## config.mk

```make
export PLATFORM = sky130hd
export DESIGN_NAME = seq_signed_divider_module
export DESIGN_NICKNAME = d
export VERILOG_FILES = /design/src/rtl/seq_signed_divider_module.sv
export SDC_FILE = /design/constraint.sdc
export NUM_CORES = 1
export LEC_CHECK = 0
export ABC_AREA = 1
export ABC_CLOCK_PERIOD_IN_PS = 2050
export BUFFER_PORTS_ARGS = -buffer_cell sky130_fd_sc_hd__clkbuf_2
export CAP_MARGIN = 20
export CELL_PAD_IN_SITES_DETAIL_PLACEMENT = 1
export CELL_PAD_IN_SITES_GLOBAL_PLACEMENT = 1
export CORE_UTILIZATION = 40
export DETAILED_ROUTE_END_ITERATION = 7
export HOLD_SLACK_MARGIN = 0.05
export PLACE_DENSITY_LB_ADDON = 0.05
export SYNTH_ARGS = -nofsm -noshare
export SYNTH_HDL_FRONTEND = slang
export SYNTH_SLANG_ARGS = --single-unit
```

## constraint.sdc

```tcl
create_clock -name clk -period 2.05 [get_ports clk]
set_input_delay 0 -clock clk [delete_from_list [all_inputs] [get_ports clk]]
set_output_delay 0 -clock clk [all_outputs]
set_load 0.005 [all_outputs]
```

## src/rtl/seq_signed_divider_module.sv

```systemverilog
// Sequential 16/8 signed divider: restoring unsigned core on magnitudes, signs fixed up at the end.
// Optional divide-by-zero shortcut (ZERO state, div_zero flag) enabled by macro DIV_ZERO_CHK_EN.
module seq_signed_divider_module (
   input  logic        clk,
   input  logic        rst_n,
   input  logic        start,
   input  logic [15:0] dividend,
   input  logic [7:0]  divisor,
   output logic [15:0] quotient,
   output logic [7:0]  remainder,
   output logic        busy,
   output logic        done,
   output logic        div_zero
);

`ifdef DIV_ZERO_CHK_EN
   typedef enum logic [1:0] {IDLE, CALC, SIGN, ZERO} state_t;
`else
   typedef enum logic [1:0] {IDLE, CALC, SIGN} state_t;
`endif

   state_t      state, state_nxt;
   logic [3:0]  count, count_nxt;
   logic [15:0] q_acc, q_acc_nxt;
   logic [7:0]  r_acc, r_acc_nxt;
   logic [7:0]  dsr_mag, dsr_mag_nxt;
   logic        q_neg, q_neg_nxt;
   logic        r_neg, r_neg_nxt;
   logic [15:0] quotient_nxt;
   logic [7:0]  remainder_nxt;
   logic        busy_nxt, done_nxt;
   logic [8:0]  partial;
   logic [7:0]  diff;
   logic        fits;

   // Partial remainder is always below the divisor magnitude, so an 8-bit wrapped difference is exact.
   always_comb begin
      partial = {r_acc, q_acc[15]};
      fits    = (partial >= {1'b0, dsr_mag});
      diff    = partial[7:0] - dsr_mag;
   end

`ifdef DIV_ZERO_CHK_EN
   logic dz_nxt;
`endif

   always_comb begin
      state_nxt     = state;
      count_nxt     = count;
      q_acc_nxt     = q_acc;
      r_acc_nxt     = r_acc;
      dsr_mag_nxt   = dsr_mag;
      q_neg_nxt     = q_neg;
      r_neg_nxt     = r_neg;
      quotient_nxt  = quotient;
      remainder_nxt = remainder;
      busy_nxt      = busy;
      done_nxt      = 1'b0;
`ifdef DIV_ZERO_CHK_EN
      dz_nxt        = div_zero;
`endif
      case (state)
         IDLE: begin
            if (start) begin
               q_acc_nxt   = dividend[15] ? (~dividend + 16'd1) : dividend;
               dsr_mag_nxt = divisor[7] ? (~divisor + 8'd1) : divisor;
               r_acc_nxt   = '0;
               q_neg_nxt   = dividend[15] ^ divisor[7];
               r_neg_nxt   = dividend[15];
               count_nxt   = '0;
               busy_nxt    = 1'b1;
`ifdef DIV_ZERO_CHK_EN
               state_nxt   = (divisor == '0) ? ZERO : CALC;
`else
               state_nxt   = CALC;
`endif
            end
         end
         CALC: begin
            q_acc_nxt = {q_acc[14:0], fits};
            r_acc_nxt = fits ? diff : partial[7:0];
            count_nxt = count + 4'd1;
            if (count == 4'd15) state_nxt = SIGN;
         end
         SIGN: begin
            quotient_nxt  = q_neg ? (~q_acc + 16'd1) : q_acc;
            remainder_nxt = r_neg ? (~r_acc + 8'd1) : r_acc;
            done_nxt      = 1'b1;
            busy_nxt      = 1'b0;
`ifdef DIV_ZERO_CHK_EN
            dz_nxt        = 1'b0;
`endif
            state_nxt     = IDLE;
         end
`ifdef DIV_ZERO_CHK_EN
         ZERO: begin
            quotient_nxt  = r_neg ? 16'h8000 : 16'h7FFF;
            remainder_nxt = '0;
            dz_nxt        = 1'b1;
            done_nxt      = 1'b1;
            busy_nxt      = 1'b0;
            state_nxt     = IDLE;
         end
`endif
         default: state_nxt = IDLE;
      endcase
   end

   always_ff @(posedge clk or negedge rst_n) begin
      if (!rst_n) begin
         state     <= IDLE;
         count     <= '0;
         q_acc     <= '0;
         r_acc     <= '0;
         dsr_mag   <= '0;
         q_neg     <= 1'b0;
         r_neg     <= 1'b0;
         quotient  <= '0;
         remainder <= '0;
         busy      <= 1'b0;
         done      <= 1'b0;
      end else begin
         state     <= state_nxt;
         count     <= count_nxt;
         q_acc     <= q_acc_nxt;
         r_acc     <= r_acc_nxt;
         dsr_mag   <= dsr_mag_nxt;
         q_neg     <= q_neg_nxt;
         r_neg     <= r_neg_nxt;
         quotient  <= quotient_nxt;
         remainder <= remainder_nxt;
         busy      <= busy_nxt;
         done      <= done_nxt;
      end
   end

`ifdef DIV_ZERO_CHK_EN
   always_ff @(posedge clk or negedge rst_n) begin
      if (!rst_n) div_zero <= 1'b0;
      else        div_zero <= dz_nxt;
   end
`else
   assign div_zero = 1'b0;
`endif

endmodule

```

# Word-level counts from Yosys, hierarchy flattened
# Index checks and enable logic that the tools add are counted.
# totals
ff_bits	66
inputBits	27
output_inout_bits	27
# op_classes
n_mux	17
addsub	6
magnitude_cmp	1
n_eq_ne	5
n_bitwise	5
n_reduce_logical	7
# op_table
operator	n
$mux W16	3
$add A16 B1 Y16 const B	2
$mux W8	4
$not A16 Y16	2
$pmux W16 S2	1
$add A8 B1 Y8 const B	2
$not A8 Y8	2
$pmux W8 S2	1
$ge A9 B8 Y1	1
$pmux W4 S2	1
$reduce_and A2 Y1	4
$sub A8 B8 Y8	1
$add A4 B1 Y4 const B	1
$eq A4 B4 Y1 const B	1
$mux W2	2
$mux W4	1
$ne A2 B2 Y1 const B	2
$pmux W2 S2	1
$reduce_bool A2 Y1	2
$eq A2 B1 Y1 const B	1
$eq A2 B2 Y1 const B	1
$logic_not A2 Y1	1
$mux W1	2
$pmux W1 S2	1
$xor A1 B1 Y1	1

# Depth between registers and ports, before layout
# logic_depth
ltp_word	5
depth_mapped	13
ltp_nobuf	13

# Least setup slack after synthesis
# OpenSTA, ideal clock, no wires.
# synth_timing
path_type	register -> register
startpoint	register q_acc[15]
endpoint	register r_acc[4]
setup_time_ns	0.117
setup_slack_ns	0.386
arrival_ns	1.547
synth_period_minus_slack_ns	1.664
required_time_ns	1.933
path_stages_with_launch	12
n_path_buf	0
path_cell_list	dfrtp_1 > inv_1 > ha_1 > inv_1 > fa_1 > inv_1 > nor2_1 > nor2_1 > xor2_1 > nand2_1 > nand3_1 > nand2_1
# synth_between
elab_chain_len	3
elab_cells_between_ends	4
cone_classes	add/sub (1); order compare (1); mux (2)
# synth_lines
item	line	text
start: declaration	24	logic [15:0] q_acc, q_acc_nxt;
start signal: assignment	125	q_acc <= q_acc_nxt;
$sub A8 B8 Y8 / $ge A9 B8 Y1 (equally long branches)	40, 39	
$mux W8 *	81	r_acc_nxt = fits ? diff : partial[7:0];
$pmux W8 S2 *	62	case (state)
end signal: assignment	126	r_acc <= r_acc_nxt;
end: declaration	25	logic [7:0] r_acc, r_acc_nxt;
# Mark *: on every way between the ends. The rest lies on a longest branch, timed or not.
# A chain may end at the register's enable or synchronous reset.

# Final worst setup path
# layout_timing
startpoint	register r_acc[5]
endpoint	register r_acc[7]
# layout_between
elab_chain_len	3
elab_cells_between_ends	4
cone_classes	add/sub (1); order compare (1); mux (2)
# layout_lines
item	line
$sub A8 B8 Y8 / $ge A9 B8 Y1 (equally long branches)	40, 39
$mux W8 *	81
$pmux W8 S2 *	62
# Marks and branches as above.

==> metrics <==
status=completed; fin util=0.5075; Max Freq=0.5300 GHz; fin crit period=1887 ps; top-area cell type share of the netlist area=0.4011; Post-Place Cells=739; Clock power frac=0.186; syn avg cell area=7.327 um2; Clock Path Buffers=2; CP arrival=2120 ps; Seq pwr share=0.308; Pleak=2.624 nW; P_sw=3.377 mW; final setup TNS=0 ps; Max-slew headroom=0.5151; register area share after synthesis=0.4011; Tcrit/Tclk final=0.9204; min-delay worst type=in2reg; synth top area cells=dfrtp_1, nand2_1, nand3_1, inv_1, xor2_1; Worst-path clk slew=70 ps; synthesized area=4118 um2; gr busiest metal=met2; CTS tree=yes; Overflow after GRT=0; fin cells=776; I/O pin count=54; core box area=9864 um2; initial drt markers=123; Die W=103.5 um; RePlAce Congestion=0.8457; first-pass GRT wire length=18.64 mm; CTS root buffer=clkbuf_8; crit path cell chain=ha_1 -> nand2_1 -> nand2_1 -> a21oi_2 -> and2_1 -> nand3_1 -> nand3_1 -> nand2_1; cell mode on critical path=nand2_1; Final Net Count=680; Final Hold Viols=0; share of layout cells above drive strength 1=0.1400; Die ar.=10700 um2; crit start category=register; leading area contributor after synthesis=dfrtp_1; Max FO, Critical Path=8; diode count=0; number of synthesized flops with an enable pin=0; clk_skew=5.279 ps; internal power=4.281 mW; Cells after Synth=562; # H-tree levels=3; First-pass DRT Iterations=4; total vias in the final route=3940; met2 global-route usage=0.3663; max-slew violations=0; combinational share of power=0.506; prevailing post-synth register cell=dfrtp_1; via/cell ratio=5.077; clock latency on the worst-skew pair=340 ps; slowest stage cell, crit path=dfrtp_1; final antenna-violating net count=0; Worst Tran Pin Value=727.4 ps; wirelength, routed=11.30 mm; antenna violations before repair=0; DIE HEIGHT=103.5 um; Post-CTS Setup Inserts=0; largest net degree at the start of global routing=41; DRC=0; Inserted Clock Buffers=9; clk sink count=66; # fillers=1253; post_cts resized=0; M3 GR Usage=0.03024; P&R area growth vs syn=21.57%; endpoints failing setup=0; Post-DP HPWL=8.428 mm; wire per inst=14.56 um; Synth cell types=38; Initial Utilization=0.4174; Post-synth ARST share=1.000; vias in the first global route=3842; most frequent cell after synthesis=nand2_1; RSZ-0062 raised after global routing=no; Power Density=1530 nW/um2; row count=36; commonest cells in the netlist=nand2_1, inv_1, dfrtp_1, nand3_1, nor2_1; Ys Warns=0; Max Cap Violations=0; category of the most critical setup path=reg2reg; Worst VDD drop=546.2 uV; crit end category=register; max incr delay on CP=430 ps; CP Data Required Time=2280 ps; met1 Usage GRT=0.3271; post-synth net total=603; sw frac=0.4410; # port buffers=52; Total Routing Usage GR=0.2300; register bit total from synthesis=66
state kept, by name, summed over array words and instances (netlist names):
signal / flops
state: 2
quotient: 16
busy: 1
done: 1
remainder: 8
count: 4
dsr_mag: 8
q_acc: 16
q_neg: 1
r_acc: 8
r_neg: 1
worst paths after layout:
| path | cells after the start | from | to | slack [ps] |
|---|---|---|---|---|
| worst max register to register | 8 | r_acc[5] | r_acc[7] | 160 |
| worst min-delay path | 5 | dividend[8] | q_acc[8] | 60 |
| worst min register to register | 2 | busy | busy | 480 |
| worst max-delay path | 8 | r_acc[5] | r_acc[7] | 160 |
| max in group asynchronous | 3 | rst_n | q_acc[12] | 1120 |
| min in group asynchronous | 2 | rst_n | remainder[5] | 260 |
power by group through the flow:
stage | sequential, mW | clock [mW] | combinational, mW
6_report | 2.36 | 1.42 | 3.88
5_1_grt | 2.45 | 1.50 | 4.47
4_1_cts | 2.36 | 1.46 | 3.93
3_5_place_dp | 2.38 | 0 | 3.84
3_3_place_gp | 2.34 | 0 | 3.71
2_1_floorplan | 2.23 | 0 | 2.86
worst max-delay path: cells and delay by family (launching register included):
kind / cells / cell delay, ps
DFF: 1 / 430
adders and majority gates: 1 / 390
and+or+nand+nor: 6 / 800
AOI/OAI and AO/OA: 1 / 170
stage by stage:
step / hold slack, ps / power [mW] / area [um2] / worst slack (ps)
3_5_place_dp: 87.14 / 6.217 / 4532 / 164.3
6_report: 61.69 / 7.658 / 5006 / 163.1
2_1_floorplan: -295.6 / 5.095 / 4118 / 385.9
5_1_grt: 88.98 / 8.419 / 5006 / 8.770
3_3_place_gp: 80.32 / 6.052 / 4532 / 210.3
4_1_cts: 55.50 / 7.746 / 5006 / 140.0
routing by layer:
layer,share of wire,vias up
met4,0.0084,0
met1,0.50,1888
met3,0.035,7
met2,0.46,69
li1,-,1976
met5,0,-
layout make-up:
type                       instances  area (um2)  share of cell area
tap                              133       166.4             0.03324
multi-input combinational        405        2100              0.4194
inverter                          75       281.5             0.05624
clock buffer                       9       123.9             0.02474
timing repair buffer              82       553.0              0.1105
clock inverter                     6       130.1             0.02599
sequential                        66        1652              0.3299
cells by family after synthesis:
kind of cell,Yosys count,synth area share
AO/OA/AOI/OAI,76,0.1088
XOR/XNOR,24,0.05105
adder cells (fa/ha/maj),14,0.04436
buffers and inverters,91,0.08903
flip-flops,66,0.4011
other,1,0.0009107
AND/OR/NAND/NOR,290,0.3048
cells in the final DEF, fill, tap and decap left out, types with 2 or more instances in the layout:
master / instances
inv_2: 3
xor2_1: 21
nand3_1: 56
o21ai_0: 35
o211ai_1: 4
dlygate4sd3_1: 22
nand3b_1: 5
a21oi_1: 9
a31oi_1: 2
nor2_2: 2
clkbuf_2: 52
or2_2: 4
nand2_2: 2
buf_4: 7
nand4_1: 7
nand2_1: 164
or2_0: 2
nor3_1: 3
ha_1: 13
o22ai_1: 2
a22oi_1: 14
xnor2_1: 3
inv_1: 72
dfrtp_1: 66
o221ai_1: 2
bufinv_16: 4
o21ai_1: 5
clkinv_2: 2
nor2_1: 41
clkbuf_8: 9
repair_timing:
| item | in CTS | in global routing |
|---|---|---|
| hold buffers | 22 | 0 |
| endpoints found under the hold margin | 48 | 0 |
| setup endpoints to repair | 0 | 0 |
Note: power is estimated with default switching activity, not from simulation.
